[config.mk]
export PLATFORM = sky130hd
export DESIGN_NAME = ram_1p_arbiter
export DESIGN_NICKNAME = d
export VERILOG_FILES = /design/src/rtl/ram_1p_arbiter.sv
export SDC_FILE = /design/constraint.sdc
export NUM_CORES = 1
export LEC_CHECK = 0
export BUFFER_PORTS_ARGS = -buffer_cell sky130_fd_sc_hd__clkbuf_2
export CELL_PAD_IN_SITES_DETAIL_PLACEMENT = 1
export CELL_PAD_IN_SITES_GLOBAL_PLACEMENT = 1
export CORE_AREA = 2 2 122 124
export CTS_CLUSTER_SIZE = 30
export DETAILED_ROUTE_END_ITERATION = 7
export DIE_AREA = 0 0 124 126
export GPL_TIMING_DRIVEN = 0
export PLACE_DENSITY_LB_ADDON = 0.1
export SLEW_MARGIN = 30
export SYNTH_ARGS = -nofsm -noshare
export SYNTH_HDL_FRONTEND = slang
export SYNTH_SLANG_ARGS = --single-unit
[constraint.sdc]
create_clock -name clk_i -period 3 [get_ports clk_i]
set_input_delay 0.3 -clock clk_i [delete_from_list [all_inputs] [get_ports clk_i]]
set_output_delay 0.3 -clock clk_i [all_outputs]
set_load 0.005 [all_outputs]
[src/rtl/ram_1p_arbiter.sv]
// Round-robin arbiter sharing one single-port 32-bit RAM between several req/gnt hosts.
// Out-of-range accesses are granted but answered locally with an error response.
module ram_1p_arbiter #(
   parameter int NumHosts = 2,
   parameter int Depth    = 128
) (
   input  logic                       clk_i,
   input  logic                       rst_ni,
   input  logic [NumHosts-1:0]        host_req_i,
   output logic [NumHosts-1:0]        host_gnt_o,
   input  logic [NumHosts-1:0]        host_we_i,
   input  logic [NumHosts-1:0][3:0]   host_be_i,
   input  logic [NumHosts-1:0][31:0]  host_addr_i,
   input  logic [NumHosts-1:0][31:0]  host_wdata_i,
   output logic [NumHosts-1:0]        host_rvalid_o,
   output logic [NumHosts-1:0][31:0]  host_rdata_o,
   output logic [NumHosts-1:0]        host_err_o,
   output logic                       ram_req_o,
   output logic                       ram_we_o,
   output logic [3:0]                 ram_be_o,
   output logic [31:0]                ram_addr_o,
   output logic [31:0]                ram_wdata_o,
   input  logic                       ram_rvalid_i,
   input  logic [31:0]                ram_rdata_i
);

   localparam int Aw   = $clog2(Depth);
   localparam int IdxW = $clog2(NumHosts);

   logic [IdxW-1:0] rr_ptr_q;
   logic [IdxW-1:0] rr_ptr_d;
   logic [IdxW-1:0] gnt_idx;
   logic [IdxW-1:0] cand;
   logic [IdxW-1:0] rsp_host_q;
   logic            any_gnt;
   logic            in_range;
   logic            rsp_valid_q;
   logic            rsp_err_q;
   logic            rsp_fire;
   logic [31:0]     sel_addr;

   // Scan from the round-robin pointer upward; the first requester wins.
   always_comb begin
      any_gnt    = 1'b0;
      gnt_idx    = '0;
      cand       = '0;
      host_gnt_o = '0;
      for (int i = 0; i < NumHosts; i++) begin
         cand = IdxW'((int'(rr_ptr_q) + i) % NumHosts);
         if (!any_gnt && host_req_i[cand]) begin
            any_gnt = 1'b1;
            gnt_idx = cand;
         end
      end
      if (any_gnt) begin
         host_gnt_o[gnt_idx] = 1'b1;
      end
   end

   assign sel_addr = host_addr_i[gnt_idx];
   assign in_range = (sel_addr >> (Aw + 2)) == 32'd0;

   always_comb begin
      ram_req_o   = any_gnt & in_range;
      ram_we_o    = 1'b0;
      ram_be_o    = '0;
      ram_addr_o  = '0;
      ram_wdata_o = '0;
      if (ram_req_o) begin
         ram_we_o    = host_we_i[gnt_idx];
         ram_be_o    = host_be_i[gnt_idx];
         ram_addr_o  = sel_addr;
         ram_wdata_o = host_wdata_i[gnt_idx];
      end
   end

   always_comb begin
      rr_ptr_d = rr_ptr_q;
      if (any_gnt) begin
         if (gnt_idx == IdxW'(NumHosts - 1)) begin
            rr_ptr_d = '0;
         end else begin
            rr_ptr_d = gnt_idx + 1'b1;
         end
      end
   end

   always_ff @(posedge clk_i or negedge rst_ni) begin
      if (!rst_ni) begin
         rr_ptr_q    <= '0;
         rsp_valid_q <= 1'b0;
         rsp_host_q  <= '0;
         rsp_err_q   <= 1'b0;
      end else begin
         rr_ptr_q    <= rr_ptr_d;
         rsp_valid_q <= any_gnt;
         rsp_host_q  <= gnt_idx;
         rsp_err_q   <= any_gnt & ~in_range;
      end
   end

   // Error responses never touched the RAM, so they fire without ram_rvalid_i.
   assign rsp_fire = rsp_valid_q & (rsp_err_q | ram_rvalid_i);

   always_comb begin
      host_rvalid_o = '0;
      host_err_o    = '0;
      host_rdata_o  = '0;
      for (int h = 0; h < NumHosts; h++) begin
         if (rsp_fire && (rsp_host_q == IdxW'(h))) begin
            host_rvalid_o[h] = 1'b1;
            host_err_o[h]    = rsp_err_q;
            host_rdata_o[h]  = rsp_err_q ? 32'd0 : ram_rdata_i;
         end
      end
   end

   if (NumHosts < 2) begin : g_bad_cfg
      $error("ram_1p_arbiter needs NumHosts >= 2");
   end

   gnt_onehot : assert property (
      @(posedge clk_i) disable iff (!rst_ni) $onehot0(host_gnt_o));

   rsp_has_ram : assert property (
      @(posedge clk_i) disable iff (!rst_ni)
      (rsp_valid_q && !rsp_err_q) |-> ram_rvalid_i);

endmodule
## Word level (Yosys, flattened, before mapping)

Cells that the tools add are included.

- Output and inout port bits: 140
- Register bits: 4

- Bitwise logic cells: 6
- Reductions and logical operators: 6
- Mux-type cells: 31
- $lt $le $gt $ge: 4
- $add $sub $neg: 2

Operator list:

| cell | count |
|---|---|
| $mux W32 | 9 |
| $logic_not A32 Y1 | 1 |
| $mux W1 | 17 |
| $mux W4 | 3 |
| $lt A1 B2 Y1 const B | 3 |
| $logic_and A1 B1 Y1 | 4 |
| $and A1 B1 Y1 | 3 |
| $add A1 B1 Y1 const B | 2 |
| $mux W2 | 1 |
| $not A1 Y1 | 2 |
| $demux W1 S1 | 1 |
| $ge A1 B1 Y1 const B | 1 |
| $logic_not A1 Y1 | 1 |
| $or A1 B1 Y1 | 1 |

## Longest topological paths before layout

Gate-level depths: netlist of the first run.

- Depth in word-level cells: 11
- Mapped depth: 8
- Depth with buffers taken out: 6

## Worst setup path before layout of the first run

No wires, ideal clock.

- Path type: flip-flop to output port
- Start: register rr_ptr_q
- End: output port ram_addr_o[0]
- Required time: 2700 ps
- Buffers on the path: 2
- Path slack: 1179 ps
- Arrival time: 1521 ps
- Stages on the path, launching flop included: 9
- Cells stage by stage: dfrtp_1 > nand2b_1 > nand2_1 > inv_2 > nor4_2 > o211ai_1 > buf_6 > buf_6 > a21oi_2

- Cells in the longest elaborated chain, start to end: 11
- Elaborated cells between the ends (all ways): 16

RTL lines:

| element | RTL line | source |
|---|---|---|
| start: declaration | 30 | `logic [IdxW-1:0] rr_ptr_q;` |
| start signal: assignment | 95 | `rr_ptr_q <= rr_ptr_d;` |
| $mux W1 (not written as such) (2 in series) | 50 | `if (!any_gnt && host_req_i[cand]) begin` |
| $mux W1 | 50 |  |
| $logic_not A1 Y1 | 50 |  |
| $logic_and A1 B1 Y1 | 50 |  |
| $mux W1 | 50 |  |
| $mux W32 (not written as such) (2 in series) | 60 | `assign sel_addr = host_addr_i[gnt_idx];` |
| $logic_not A32 Y1 | 61 | `assign in_range = (sel_addr >> (Aw + 2)) == 32'd0;` |
| $and A1 B1 Y1 | 64 | `ram_req_o = any_gnt & in_range;` |
| $mux W32 (*) | 69 | `if (ram_req_o) begin` |
| end: declaration | 21 | `output logic [31:0] ram_addr_o,` |

Every way passes the cells marked *; elsewhere a longest branch is shown, timed or not. The select of a mux whose other input is x is not followed.

## Final worst setup path of the first run

- Start: register rr_ptr_q
- End: output port ram_be_o[1]

- Cells in the longest elaborated chain, start to end: 11
- Elaborated cells between the ends (all ways): 18

RTL lines:

| element | RTL line | source |
|---|---|---|
| $mux W1 (not written as such) (2 in series) | 50 |  |
| $mux W1 | 50 |  |
| $logic_not A1 Y1 | 50 |  |
| $logic_and A1 B1 Y1 | 50 |  |
| $mux W1 | 50 |  |
| $mux W32 (not written as such) (2 in series) | 60 |  |
| $logic_not A32 Y1 | 61 |  |
| $and A1 B1 Y1 | 64 |  |
| $mux W4 (*) | 69 |  |
| end: declaration | 20 | `output logic [3:0] ram_be_o,` |

Marks and branches as above.

==> results list, run 1 <==
- The first global-routing pass estimated 15.8 mm of wire.
- Relative max-transition margin: 0.632
* Placed cell area: 3520 sq um
* Hold-critical path depth: 2
- Measured on the finished design, the core utilization comes to 0.252.
- In this run the core area contains 44 standard-cell rows.
- Dividing the detail-routed via count by the number of cells gives 3.91.
- The number of antenna violations at the first check in global routing came to 0.
- Period minus WS final: 2.48 ns
* Maximum level of the CTS H-tree: 1
- Clock skew on the completed layout was measured at 0.000900 ns.
- Clk slew on worst S/H paths: 0.03 ns
- Number of sinks handled by clock tree synthesis: 4
- Along the worst path, the maximum fanout reaches 10.
- Global route total overflow: 0
* TritonCTS clock tree: yes
* Maximum clock path buffer count: 2
- Worst Setup End Kind: output port
* Total length of routed wires: 10.9 mm
- For this design the static power due to leakage is 2.09 nW.
- After synthesis, the cell types taking the most area are sky130_fd_sc_hd__nand2_1, sky130_fd_sc_hd__a21oi_2, sky130_fd_sc_hd__nor2_1.
- The critical path is of the reg2out type.
- Placed Cells incl. Taps: 824
* Post-synthesis sequential area ratio: 0.0571
* Critical register-to-register path startpoint: rr_ptr_q$_DFFE_PN0P_
- The share of synthesized area in the top cell type comes to 0.208.
* GR Util All Layers: 0.126
- Wire length per cell: 13.1 microns
* Post-placement setup slack: 0.655 ns
- After technology mapping, the gate count stands at 327.
- Pwr dens: 172 nW/um^2
* Library cell with the largest summed area after synthesis: sky130_fd_sc_hd__nand2_1
- Hold slack final: 0.331 ns
* Post-layout nets: 821
- Number of enable-type register cells in the synthesized netlist: 0
* Setup repair after global routing missed its margin: false
* Antenna Cells: 0
- Non-filler instance count after layout: 828
- Post-CTS setup buffers: 0
- The via count of the first global-routing pass is 3289.
- For the worst setup path, the data required time is 2.70 ns.
* # port buffers: 291
- Reg2Reg Capture Point: rsp_err_q$_DFF_PN0_
- Floorplan die area: 15600 sq um
- Leading cell types by count after synthesis: sky130_fd_sc_hd__nand2_1, sky130_fd_sc_hd__nor2_1, sky130_fd_sc_hd__nand2b_1, sky130_fd_sc_hd__a21oi_2, sky130_fd_sc_hd__buf_4
- Arrival time worst endpoint: 2.18 ns
- Measured along the x axis, the die boundary spans 124 microns.
- Number of filler instances in the final layout: 1947
- Remaining antenna violation count after routing: 0
- Reported max-cap violation count: 0
* Initial core utilization: 0.122
- The flow ran to the end, and the final reports show no timing, DRC or antenna violations.
- Pin count of the biggest net entering global routing: 11
- The worst path meets setup with 0.524 ns of slack.
* Detailed-route via count: 3234
* Total of flip-flops plus latches after synthesis: 4
- Core footprint: 14300 sq um
* Layout cells sized above 1: 0.554
- Summed over all nets, the half-perimeter wirelength after detailed placement is 9.77 mm.
* Cell count of the worst reg-to-reg path: 6
* Sum of internal, switching and leakage power: 0.621 mW
- Based on the critical path, the design can be clocked at up to 0.404 GHz.
* Post-synthesis area per instance: 5.36 sq um
- The first detailed-routing pass took 3 iterations.
- Compared with the post-synthesis result, the final layout area differs by 106%.
* Final instance area: 3610 sq um
* Netlist Area Pre-Place: 1750 sq um
* Leading cell type by number of instances after synthesis: sky130_fd_sc_hd__nand2_1
- Routability-driven placement finished with a final weighted congestion of 0.726.
* Cell at the root of the clock tree: sky130_fd_sc_hd__clkbuf_16
- Residual DRC count: 0
- Hold worst-path end: rr_ptr_q$_DFFE_PN0P_
* Critical path launch point type: flop
- For the pin with the worst max-slew slack, the measured transition is 0.550 ns.
* Final period utilization: 0.825
- Worst hold start: host_req_i[1]
* Number of hold violations in the final report: 0
- In this run, the number of DRC markers left after iteration 0 of detailed routing was 58.
- Yosys printed 0 warnings.
- Clock latency on the worst-skew pair, taken at its later pin, is 0.22 ns.
* Peak supply drop: 107 uV
- CTS Buf Count: 3
- Vertical extent of the die: 126 microns
- Setup violations remaining at the end of the flow were counted as 0.
* Path class of the lowest-slack min-delay path: in2reg
- Most used DFF post-synth: sky130_fd_sc_hd__dfrtp_1
- The setup check on the worst reg-to-reg path leaves a slack of 1.53 ns.
- Synth unique cells: 23
- Pin placement for this block handled 315 I/O pins.
- In the synthesized netlist the async set-or-reset flop fraction comes to 1.00.
* Sum of negative setup slack: 0 ns
* Pins Over Slew Limit: 0
==> state kept, by name, summed over array words and instances (netlist names) <==
| register | flops |
|---|---|
| rsp_valid_q | 1 |
| rr_ptr_q | 1 |
| rsp_err_q | 1 |
| rsp_host_q | 1 |
==> where the power goes <==
part	leakage [nW]	total [mW]	switching (mW)	internal, mW
clock network	0.0370	0.206	0.0354	0.170
logic	2.01	0.353	0.185	0.168
registers	0.0449	0.0625	0.00356	0.0589
==> layout make-up <==
cell class / count / area (sq um) / share of cell area
clock buffers: 3 / 75.1 / 0.0208
inverters: 7 / 26.3 / 0.00729
multi-input cells: 290 / 1410 / 0.390
flip-flops and latches: 4 / 100 / 0.0278
plain buffers: 48 / 300 / 0.0833
well taps: 184 / 230 / 0.0638
repair buffers: 292 / 1470 / 0.407
==> worst max-delay path by stage <==
stage | end | start | depth (start not counted)
finish | ram_be_o[1] | rr_ptr_q$_DFFE_PN0P_ | 9
global route | ram_be_o[1] | rr_ptr_q$_DFFE_PN0P_ | 9
CTS | ram_be_o[1] | rr_ptr_q$_DFFE_PN0P_ | 9
detailed placement | ram_be_o[1] | host_addr_i[41] | 9
global placement | ram_be_o[1] | host_addr_i[41] | 9
floorplan | ram_addr_o[0] | rr_ptr_q$_DFFE_PN0P_ | 8
==> layout by cell type, fill, tap and decap left out <==
master                          count
sky130_fd_sc_hd__buf_2              3
sky130_fd_sc_hd__nor2_1            67
sky130_fd_sc_hd__clkbuf_2         291
sky130_fd_sc_hd__or2_2              1
sky130_fd_sc_hd__nor4_2             1
sky130_fd_sc_hd__clkbuf_16          3
sky130_fd_sc_hd__and2_1             1
sky130_fd_sc_hd__a21oi_2           30
sky130_fd_sc_hd__o21a_1             1
sky130_fd_sc_hd__nor4_1            10
sky130_fd_sc_hd__o21ai_0            2
sky130_fd_sc_hd__clkbuf_1          18
sky130_fd_sc_hd__or4_1              1
sky130_fd_sc_hd__nand2b_1          33
sky130_fd_sc_hd__nand2_1           97
sky130_fd_sc_hd__or3_1              2
sky130_fd_sc_hd__dfrtp_1            4
sky130_fd_sc_hd__buf_6              4
sky130_fd_sc_hd__and3_1             1
sky130_fd_sc_hd__a21oi_1           18
sky130_fd_sc_hd__conb_1            23
sky130_fd_sc_hd__dlygate4sd3_1      1
sky130_fd_sc_hd__inv_2              1
sky130_fd_sc_hd__buf_4             23
sky130_fd_sc_hd__o211ai_1           2
sky130_fd_sc_hd__inv_1              6
==> cell families after synthesis <==
logic type      share of synthesized area
simple gates                        0.534
flops                              0.0571
other cells                       0.00214
compound gates                      0.220
buf+inv                             0.186
==> layer usage <==
metal  share of wire  vias to the layer above  GRT usage
met4          0.0037                        0     0.0106
met3            0.12                        4     0.0408
met2            0.56                      172      0.271
met5               0                        -          0
met1            0.32                     1436      0.114
li1                -                     1622          -
==> critical path, stage by stage, from the launching register on <==
cell and delay (ns):
sky130_fd_sc_hd__dfrtp_1 0.37, sky130_fd_sc_hd__nand2b_1 0.17, sky130_fd_sc_hd__nand2_1 0.17, sky130_fd_sc_hd__inv_2 0.09, sky130_fd_sc_hd__nor4_2 0.33, sky130_fd_sc_hd__o211ai_1 0.21, sky130_fd_sc_hd__buf_6 0.19, sky130_fd_sc_hd__buf_6 0.15
sky130_fd_sc_hd__a21oi_2 0.13, sky130_fd_sc_hd__clkbuf_2 0.13
==> repair_timing <==
item	CTS	global route
endpoints found under the hold margin	4	0
resized for setup	0	0
endpoints found under the setup margin	0	0
hold buffers	1	0
No activity file was read; power rests on OpenSTA's default activity.
==> inputs of run 2 (changes only) <==
clock period = 2.5 ns   (was 3 ns; I/O delays follow)
==> results list, run 2 (synthesis results as in run 1) <==
* 1st-pass router iterations: 3 (unchanged)
- Post-placement setup slack: 0.255 ns (was 0.655 ns)
- The kind of end point of the critical path is an output port (unchanged).
- The initial core utilization came to 0.122 (unchanged).
- The root cell of the clock tree is sky130_fd_sc_hd__clkbuf_16 (unchanged).
- The total grt overflow was 0 (unchanged).
- The I/O pin count is 315 (unchanged).
* Final GP Congestion: 0.726 (unchanged)
* Hold-critical path depth: 2 (unchanged)
- Of the available clock period, the critical path in the final layout requires 0.927.
- TritonCTS clock tree: yes (unchanged)
* Wire length per cell: 13.1 microns (about the same)
- The total power per unit cell area is 206 nW/um^2 (was 172 nW/um^2).
* Relative max-transition margin: 0.632 (unchanged)
- CP peak stage delay: 0.37 ns (about the same)
- Peak clock frequency supported by timing: 0.431 GHz
- Vertical extent of the die: 126 microns (unchanged)
- The number of cells after detailed placement was 824 (unchanged).
* Critical register-to-register path startpoint: rr_ptr_q$_DFFE_PN0P_ (unchanged)
* Critical path class: reg2out (unchanged)
- The most common library cell in the layout ignoring fill and taps is sky130_fd_sc_hd__clkbuf_2 (unchanged).
- R2R setup slack: 1.12 ns (was 1.53 ns)
- Maximum fanout count along the critical path: 10 (unchanged)
- Status: complete, no violations (unchanged)
- Final worst slack: 0.182 ns (was 0.524 ns)
- Post-layout nets: 821 (unchanged)
- Area growth from synthesis to layout: 107% (was 106%)
- The clock skew after layout was 0.000900 ns (unchanged).
- The clock latency of the later-clocked register in the worst-skew pair is 0.22 ns (about the same).
- Remaining antenna violation count after routing: 0 (unchanged)
- Average vias per placed instance: 3.90 (was 3.91)
- The depth of the worst register-to-register path came to 6 (unchanged).
- The critical path data arrival time is 2.07 ns (was 2.18 ns).
* Reg2Reg Capture Point: rsp_err_q$_DFF_PN0_ (unchanged)
- Critical path launch point type: flop (unchanged)
* Core footprint: 14300 sq um (unchanged)
- Global-route wire length before repair: 15.8 mm (unchanged)
* Total leakage power: 2.10 nW (was 2.09 nW)
- Final-report setup violation count: 0 (unchanged)
* Worst hold start: host_req_i[1] (unchanged)
- The transition time at the pin with the least slew margin was 0.550 ns (unchanged).
* Maximum clock path buffer count: 2 (unchanged)
- Slowest stage cell on the critical path: sky130_fd_sc_hd__dfrtp_1 (unchanged)
* Sum of negative setup slack: 0 ns (unchanged)
* Residual DRC count: 0 (unchanged)
- Setup repair after global routing missed its margin: false (unchanged)
- Number of hold violations in the final report: 0 (unchanged)
- After layout, the minimum clock period comes to 2.32 ns.
- Path class of the lowest-slack min-delay path: in2reg (unchanged)
* CTS Buf Count: 3 (unchanged)
- Hold worst-path end: rr_ptr_q$_DFFE_PN0P_ (unchanged)
- Most common cell type on the critical path: sky130_fd_sc_hd__buf_6 (unchanged)
- Initial DRC Count: 57 (was 58)
* Maximum level of the CTS H-tree: 1 (unchanged)
- The via count of the first global-routing pass was 3289 (unchanged).
- The fraction of layout cells with a size suffix above 1 is 0.557 (was 0.554).
- Pins Over Slew Limit: 0 (unchanged)
* Required arrival time at the worst endpoint: 2.25 ns (was 2.70 ns)
- Most frequent cells in the layout: sky130_fd_sc_hd__clkbuf_2, sky130_fd_sc_hd__nand2_1, sky130_fd_sc_hd__nor2_1 (unchanged)
- Number of buffers and inverters on the critical path: 4 (unchanged)
- Clk slew on worst S/H paths: 0.03 ns (about the same)
- Cell Chain, Critical Path: nand2b_1 -> nand2_2 -> inv_2 -> nor4_4 -> o211ai_1 -> buf_6 -> buf_6 -> a21oi_2 -> clkbuf_2 (was nand2b_1 -> nand2_1 -> inv_2 -> nor4_2 -> o211ai_1 -> buf_6 -> buf_6 -> a21oi_2 -> clkbuf_2)
- Peak supply drop: 129 uV (was 107 uV)
* Pin count of the biggest net entering global routing: 11 (unchanged)
* Total length of routed wires: 10.9 mm (about the same)
* Non-filler instance count after layout: 828 (unchanged)
- Detailed-route via count: 3232 (was 3234)
- The category of cells accounting for the largest share of critical-path delay is simple AND/OR/NAND/NOR gates (unchanged).
- The number of antenna violations at the first check in global routing was 0 (unchanged).
- The total of buffers placed on input and output ports was 291 (unchanged).
- Dpl hpwl: 9.77 mm (unchanged)
- Site Rows: 44 (unchanged)
- The horizontal die dimension was 124 microns (unchanged).
- The total global-route track usage came to 0.126 (unchanged).
* Reported max-cap violation count: 0 (unchanged)
* Sum of internal, switching and leakage power: 0.747 mW (was 0.621 mW)
* Post-CTS setup buffers: 0 (unchanged)
- Floorplan die area: 15600 sq um (unchanged)
- Share of the core filled with cells in the final layout: 0.253 (was 0.252)
- Number of sinks handled by clock tree synthesis: 4 (unchanged)
- The total inserted antenna cells is 0 (unchanged).
-- run 2: cell counts in the layout (fill, tap and decap cells not counted) --
Identical to the previous run, type by type.
-- run 2: where the power goes --
group          switching, mW  leakage [nW]  total [mW]  internal, mW
Combinational          0.224          2.02       0.425         0.202
Sequential           0.00427        0.0449      0.0750        0.0707
Clock                 0.0425        0.0370       0.247         0.204
-- run 2: final cells by class --
class	count	area, sq um
fill	1946	10700
timing repair buffer	292	1470
multi-input combinational	290	1430
buffer	48	300
tap	184	230
sequential	4	100
clock buffer	3	75.1
inverter	7	26.3
-- run 2: worst register-to-register path, cell delays in order, from the launching register on --
cell and delay, ns:
sky130_fd_sc_hd__dfrtp_1 0.37, sky130_fd_sc_hd__nand2b_1 0.18, sky130_fd_sc_hd__nand2_2 0.14, sky130_fd_sc_hd__inv_2 0.09
sky130_fd_sc_hd__nor4_4 0.28, sky130_fd_sc_hd__o21a_1 0.16, sky130_fd_sc_hd__nor2_1 0.04
-- run 2: worst max path at each step --
stage	from	end	slack, ns	cells after the start
2_1_floorplan	rr_ptr_q$_DFFE_PN0P_	ram_addr_o[0]	0.73	8
3_5_place_dp	host_addr_i[41]	ram_be_o[1]	0.25	9
5_1_grt	rr_ptr_q$_DFFE_PN0P_	ram_be_o[1]	0.008	9
6_report	rr_ptr_q$_DFFE_PN0P_	ram_be_o[1]	0.18	9
3_3_place_gp	rr_ptr_q$_DFFE_PN0P_	ram_be_o[1]	0.28	9
4_1_cts	rr_ptr_q$_DFFE_PN0P_	ram_be_o[1]	0.06	9
-- run 2: routing by layer --
layer  track usage  part of all wire  vias to the layer above
met5             0                 0                        -
met4        0.0106            0.0037                        0
met3        0.0408              0.12                        4
met2         0.271              0.56                      172
met1         0.114              0.32                     1434
li1              -                 -                     1622
-- run 2: repair_timing --
item	4_1_cts	5_1_grt
pin swaps	0	1
hold endpoints to repair	4	0
gates resized for setup	1	2
hold buffers	1	0
endpoints found under the setup margin	1	29
-- run 2: stage by stage --
| stage | instance area [sq um] | hold slack (ns) |
|---|---|---|
| floorplan | 1830 | -0.0456 |
| global placement | 3520 | 0.0594 |
| detailed placement | 3520 | 0.0633 |
| CTS | 3610 | 0.289 |
| global route | 3620 | 0.305 |
| finish | 3620 | 0.294 |
==> inputs of run 3 (changes only) <==
ABC_AREA = 1   (was unset)
CORE_AREA = 2 2 121 123   (was 2 2 122 124)
DIE_AREA = 0 0 123 125   (was 0 0 124 126)
==> results list, run 3 <==
- Arrival time worst endpoint: 2.08 ns (was 2.07 ns)
* Cells after Synth: 514 (was 327)
- Critical path launch point type: flop (unchanged)
* Netlist Area Pre-Place: 2500 sq um (was 1750 sq um)
- The TritonCTS clock tree was yes (unchanged).
* Period minus WS final: 2.33 ns (was 2.32 ns)
- Most area-consuming cells after synthesis: sky130_fd_sc_hd__nand2_1, sky130_fd_sc_hd__inv_1, sky130_fd_sc_hd__nor3_1 (was sky130_fd_sc_hd__nand2_1, sky130_fd_sc_hd__a21oi_2, sky130_fd_sc_hd__nor2_1).
* Slowest stage cell on the critical path: sky130_fd_sc_hd__dfrtp_1 (unchanged)
- Most frequent cells in the layout: sky130_fd_sc_hd__clkbuf_2, sky130_fd_sc_hd__nand2_1, sky130_fd_sc_hd__inv_1 (was sky130_fd_sc_hd__clkbuf_2, sky130_fd_sc_hd__nand2_1, sky130_fd_sc_hd__nor2_1)
- The total global-route track usage is 0.159 (was 0.126).
- Dpl hpwl: 11.5 mm (was 9.77 mm)
- The max-cap violation count came to 0 (unchanged).
- Worst path top cell family by delay: simple AND/OR/NAND/NOR gates (unchanged)
- The worst-case setup margin in the final layout is 0.165 ns (was 0.182 ns).
* Clock latency on the worst-skew pair: 0.22 ns (about the same)
- Post-placement setup slack: 0.225 ns (was 0.255 ns)
* Cell at the root of the clock tree: sky130_fd_sc_hd__clkbuf_16 (unchanged)
- Post-layout nets: 1015 (was 821)
- The first-pass iteration count of the detailed router came to 6 (was 3).
- Leading cell types by count after synthesis: sky130_fd_sc_hd__nand2_1, sky130_fd_sc_hd__inv_1, sky130_fd_sc_hd__nor3_1, sky130_fd_sc_hd__nor2_1, sky130_fd_sc_hd__buf_4 (was sky130_fd_sc_hd__nand2_1, sky130_fd_sc_hd__nor2_1, sky130_fd_sc_hd__nand2b_1, sky130_fd_sc_hd__a21oi_2, sky130_fd_sc_hd__buf_4).
* Final instance area: 4550 sq um (was 3620 sq um)
- The number of unique standard cell types used by synthesis is 24 (was 23).
- Peak clock frequency supported by timing: 0.428 GHz (was 0.431 GHz)
- The area overhead of the layout relative to synthesis was 81.8% (was 107%).
* Pwr dens: 200 nW/um^2 (was 206 nW/um^2)
* Post-synthesis area per instance: 4.87 sq um (was 5.36 sq um)
- The sequential share of power is 0.080 (was 0.100).
- The global routing usage on met1 came to 0.154 (was 0.114).
- The count of endpoints failing hold in the final timing report came to 0 (unchanged).
- The maximum fanout count along the critical path was 10 (unchanged).
- Path class of the lowest-slack min-delay path: in2async (was in2reg)
* Most used DFF post-synth: sky130_fd_sc_hd__dfrtp_1 (unchanged)
- The number of routed nets with antenna violations came to 0 (unchanged).
- The transition time at the pin with the least slew margin is 0.512 ns (was 0.550 ns).
- CP peak stage delay: 0.36 ns (was 0.37 ns)
- Sum of negative setup slack: 0 ns (unchanged)
- Final setup skew: 0.000756 ns (was 0.000900 ns)
- The I/O pin count was 315 (unchanged).
- Detailed-route via count: 4090 (was 3232)
* Number of global-route vias before repair: 4165 (was 3289)
* Status: complete, no violations (unchanged)
- Required arrival time at the worst endpoint: 2.25 ns (about the same)
- The number of enable-type register cells in the synthesized netlist was 0 (unchanged).
* Final-report setup violation count: 0 (unchanged)
- Peak supply drop: 126 uV (was 129 uV)
- Leading cell type by number of instances after synthesis: sky130_fd_sc_hd__nand2_1 (unchanged)
- Library cell with the largest summed area after synthesis: sky130_fd_sc_hd__nand2_1 (unchanged)
- Top-area cell type share of the netlist area: 0.306 (was 0.208)
- Core footprint: 14200 sq um (was 14300 sq um)
* Die W: 123 microns (was 124 microns)
- Total leakage power: 3.06 nW (was 2.10 nW)
- The capture point of the worst reg-to-reg path is rr_ptr_q$_DFFE_PN0P_ (was rsp_err_q$_DFF_PN0_).
- Total length of routed wires: 13.0 mm (was 10.9 mm)
- Post-synthesis sequential area ratio: 0.0400 (was 0.0571)
* Global route total overflow: 0 (unchanged)
* Number of buffers and inverters on the critical path: 5 (was 4)
- Pin count of the biggest net entering global routing: 11 (unchanged)
- Final GP Congestion: 0.777 (was 0.726)
* Layout cells sized above 1: 0.451 (was 0.557)
- Relative max-transition margin: 0.659 (was 0.632)
- Async set or reset register ratio after synthesis: 1.00 (unchanged)
- The post-synthesis sequential element count came to 4 (unchanged).
* Most common library cell in the layout ignoring fill and taps: sky130_fd_sc_hd__clkbuf_2 (unchanged)
- The die height came to 125 microns (was 126 microns).
* R2R setup slack: 0.92 ns (was 1.12 ns)
- The number of antenna violations at the first check in global routing was 0 (unchanged).
- Initial core utilization: 0.176 (was 0.122)
- Cell Chain, Critical Path: inv_2 -> nand2_4 -> nand2_8 -> clkbuf_16 -> nand2_1 -> nand2_1 -> nand2_1 -> nor2_1 -> nand2_1 -> nor2_4 -> nand3_4 -> buf_8 -> buf_8 -> nor2_2 -> clkbuf_2 (was nand2b_1 -> nand2_2 -> inv_2 -> nor4_4 -> o211ai_1 -> buf_6 -> buf_6 -> a21oi_2 -> clkbuf_2)
- Grt met2 use: 0.333 (was 0.271)
- The total of buffers placed on input and output ports is 290 (was 291).
- The maximum clock path buffer count was 2 (unchanged).
* Placed cell area: 4270 sq um (was 3520 sq um)
- The clock-pin slew on the worst setup and hold paths came to 0.03 ns (about the same).
* Cell count of the worst reg-to-reg path: 7 (was 6)
* Worst Setup End Kind: output port (unchanged)
* Number of sinks handled by clock tree synthesis: 4 (unchanged)
- Switch share: 0.408 (was 0.362)
- P_sw: 0.371 mW (was 0.271 mW)
* Floorplan die area: 15400 sq um (was 15600 sq um)
- Most common cell type on the critical path: sky130_fd_sc_hd__nand2_1 (was sky130_fd_sc_hd__buf_6)
- The number of placement rows came to 44 (unchanged).
- Global-route wire length before repair: 20.0 mm (was 15.8 mm)
* Hold slack final: 0.388 ns (was 0.294 ns)
* Average vias per placed instance: 4.00 (was 3.90)
- Power share of the clock group: 0.271 (was 0.330)
- The classification of the worst setup path is reg2out (unchanged).
* Maximum level of the CTS H-tree: 1 (unchanged)
- Wire length per cell: 12.8 microns (was 13.1 microns)
- The total inserted antenna cells was 0 (unchanged).
- Number of synthesis warnings: 0 (unchanged)
* Pins Over Slew Limit: 0 (unchanged)
* Residual DRC count: 0 (unchanged)
- The combinational cell fraction of total power came to 0.649 (was 0.569).
* Most Crowded Layer GR: met2 (unchanged)
- Start point of the critical path: rr_ptr_q$_DFFE_PN0P_ (unchanged)
- Internal power consumption: 0.539 mW (was 0.476 mW)
- Met3 Use GR: 0.0319 (was 0.0408)
- CTS Buf Count: 3 (unchanged)
- Final period utilization: 0.934 (was 0.927)
- Critical register-to-register path startpoint: rr_ptr_q$_DFFE_PN0P_ (unchanged)
- The number of DRC markers after the initial detailed-route iteration is 73 (was 57).
==> run 3: cell types whose count changed after synthesis, sizes merged, moves of 11 or more <==
cell	before	now
inv	7	102
nor3	0	64
buf	30	45
a21oi	48	1
nand2	97	206
nand3b	0	13
nand2b	33	0
nor4	11	0
==> run 3: worst max path at each step <==
stage,slack (ns),end,cells after the start
2_1_floorplan,0.64,ram_addr_o[0],14
6_report,0.17,ram_wdata_o[2],15
3_5_place_dp,0.22,ram_wdata_o[2],15
3_3_place_gp,0.24,ram_wdata_o[2],15
5_1_grt,-0.01,ram_wdata_o[1],14
4_1_cts,0.03,ram_wdata_o[2],15
==> run 3: worst reg2reg max path: stages, from the launching register on <==
cell                       delay, ns
sky130_fd_sc_hd__dfrtp_1        0.33
sky130_fd_sc_hd__inv_2          0.05
sky130_fd_sc_hd__nand2_4        0.10
sky130_fd_sc_hd__nand2_8        0.08
sky130_fd_sc_hd__inv_2          0.17
sky130_fd_sc_hd__clkbuf_1       0.44
sky130_fd_sc_hd__nor2_1         0.11
sky130_fd_sc_hd__o21bai_1       0.17
==> run 3: layer usage <==
metal / part of all wire / wire, microns
met5: 0 / 0
met4: 0.016 / 204
met3: 0.086 / 1120
met2: 0.55 / 7230
met1: 0.34 / 4480
==> run 3: layout make-up <==
class | count | area, sq um
Timing Repair Buffer | 300 | 1610
Sequential cell | 4 | 100
Tap cell | 184 | 230
Fill cell | 1989 | 9650
Multi-Input combinational cell | 373 | 1760
Clock buffer | 3 | 75.1
Inverter | 102 | 383
Buffer | 56 | 393
==> run 3: metrics by stage <==
stage                util  power (mW)  cells
finish              0.320       0.911   1022
global route        0.320        1.01   1022
CTS                 0.308       0.910   1015
detailed placement  0.300       0.649   1010
global placement    0.300       0.630   1010
floorplan               -       0.404    536
==> run 3: kinds of logic (layout without fill, tap and decap cells) <==
family / count (synthesis) / in the layout / synth area share
compound gates: 3 / 3 / 0.00700
buf+inv: 159 / 461 / 0.303
flops: 4 / 4 / 0.0400
other cells: 1 / 23 / 0.00150
simple gates: 347 / 347 / 0.648
==> run 3: timing repair <==
| action | in CTS | in global routing |
|---|---|---|
| setup buffers | 1 | 5 |
| pin swaps | 1 | 7 |
| hold endpoints to repair | 4 | 0 |
| hold buffers | 1 | 0 |
| setup endpoints to repair | 15 | 40 |
| gates resized for setup | 1 | 24 |
| gates cloned | 0 | 3 |
==> run 3: power by group through the flow <==
stage | combinational, mW | sequential (mW) | clock (mW)
after floorplan | 0.333 | 0.0718 | 0
after global placement | 0.558 | 0.0729 | 0
after detailed placement | 0.576 | 0.0731 | 0
after CTS | 0.587 | 0.0724 | 0.250
after global routing | 0.682 | 0.0732 | 0.255
final | 0.591 | 0.0726 | 0.247
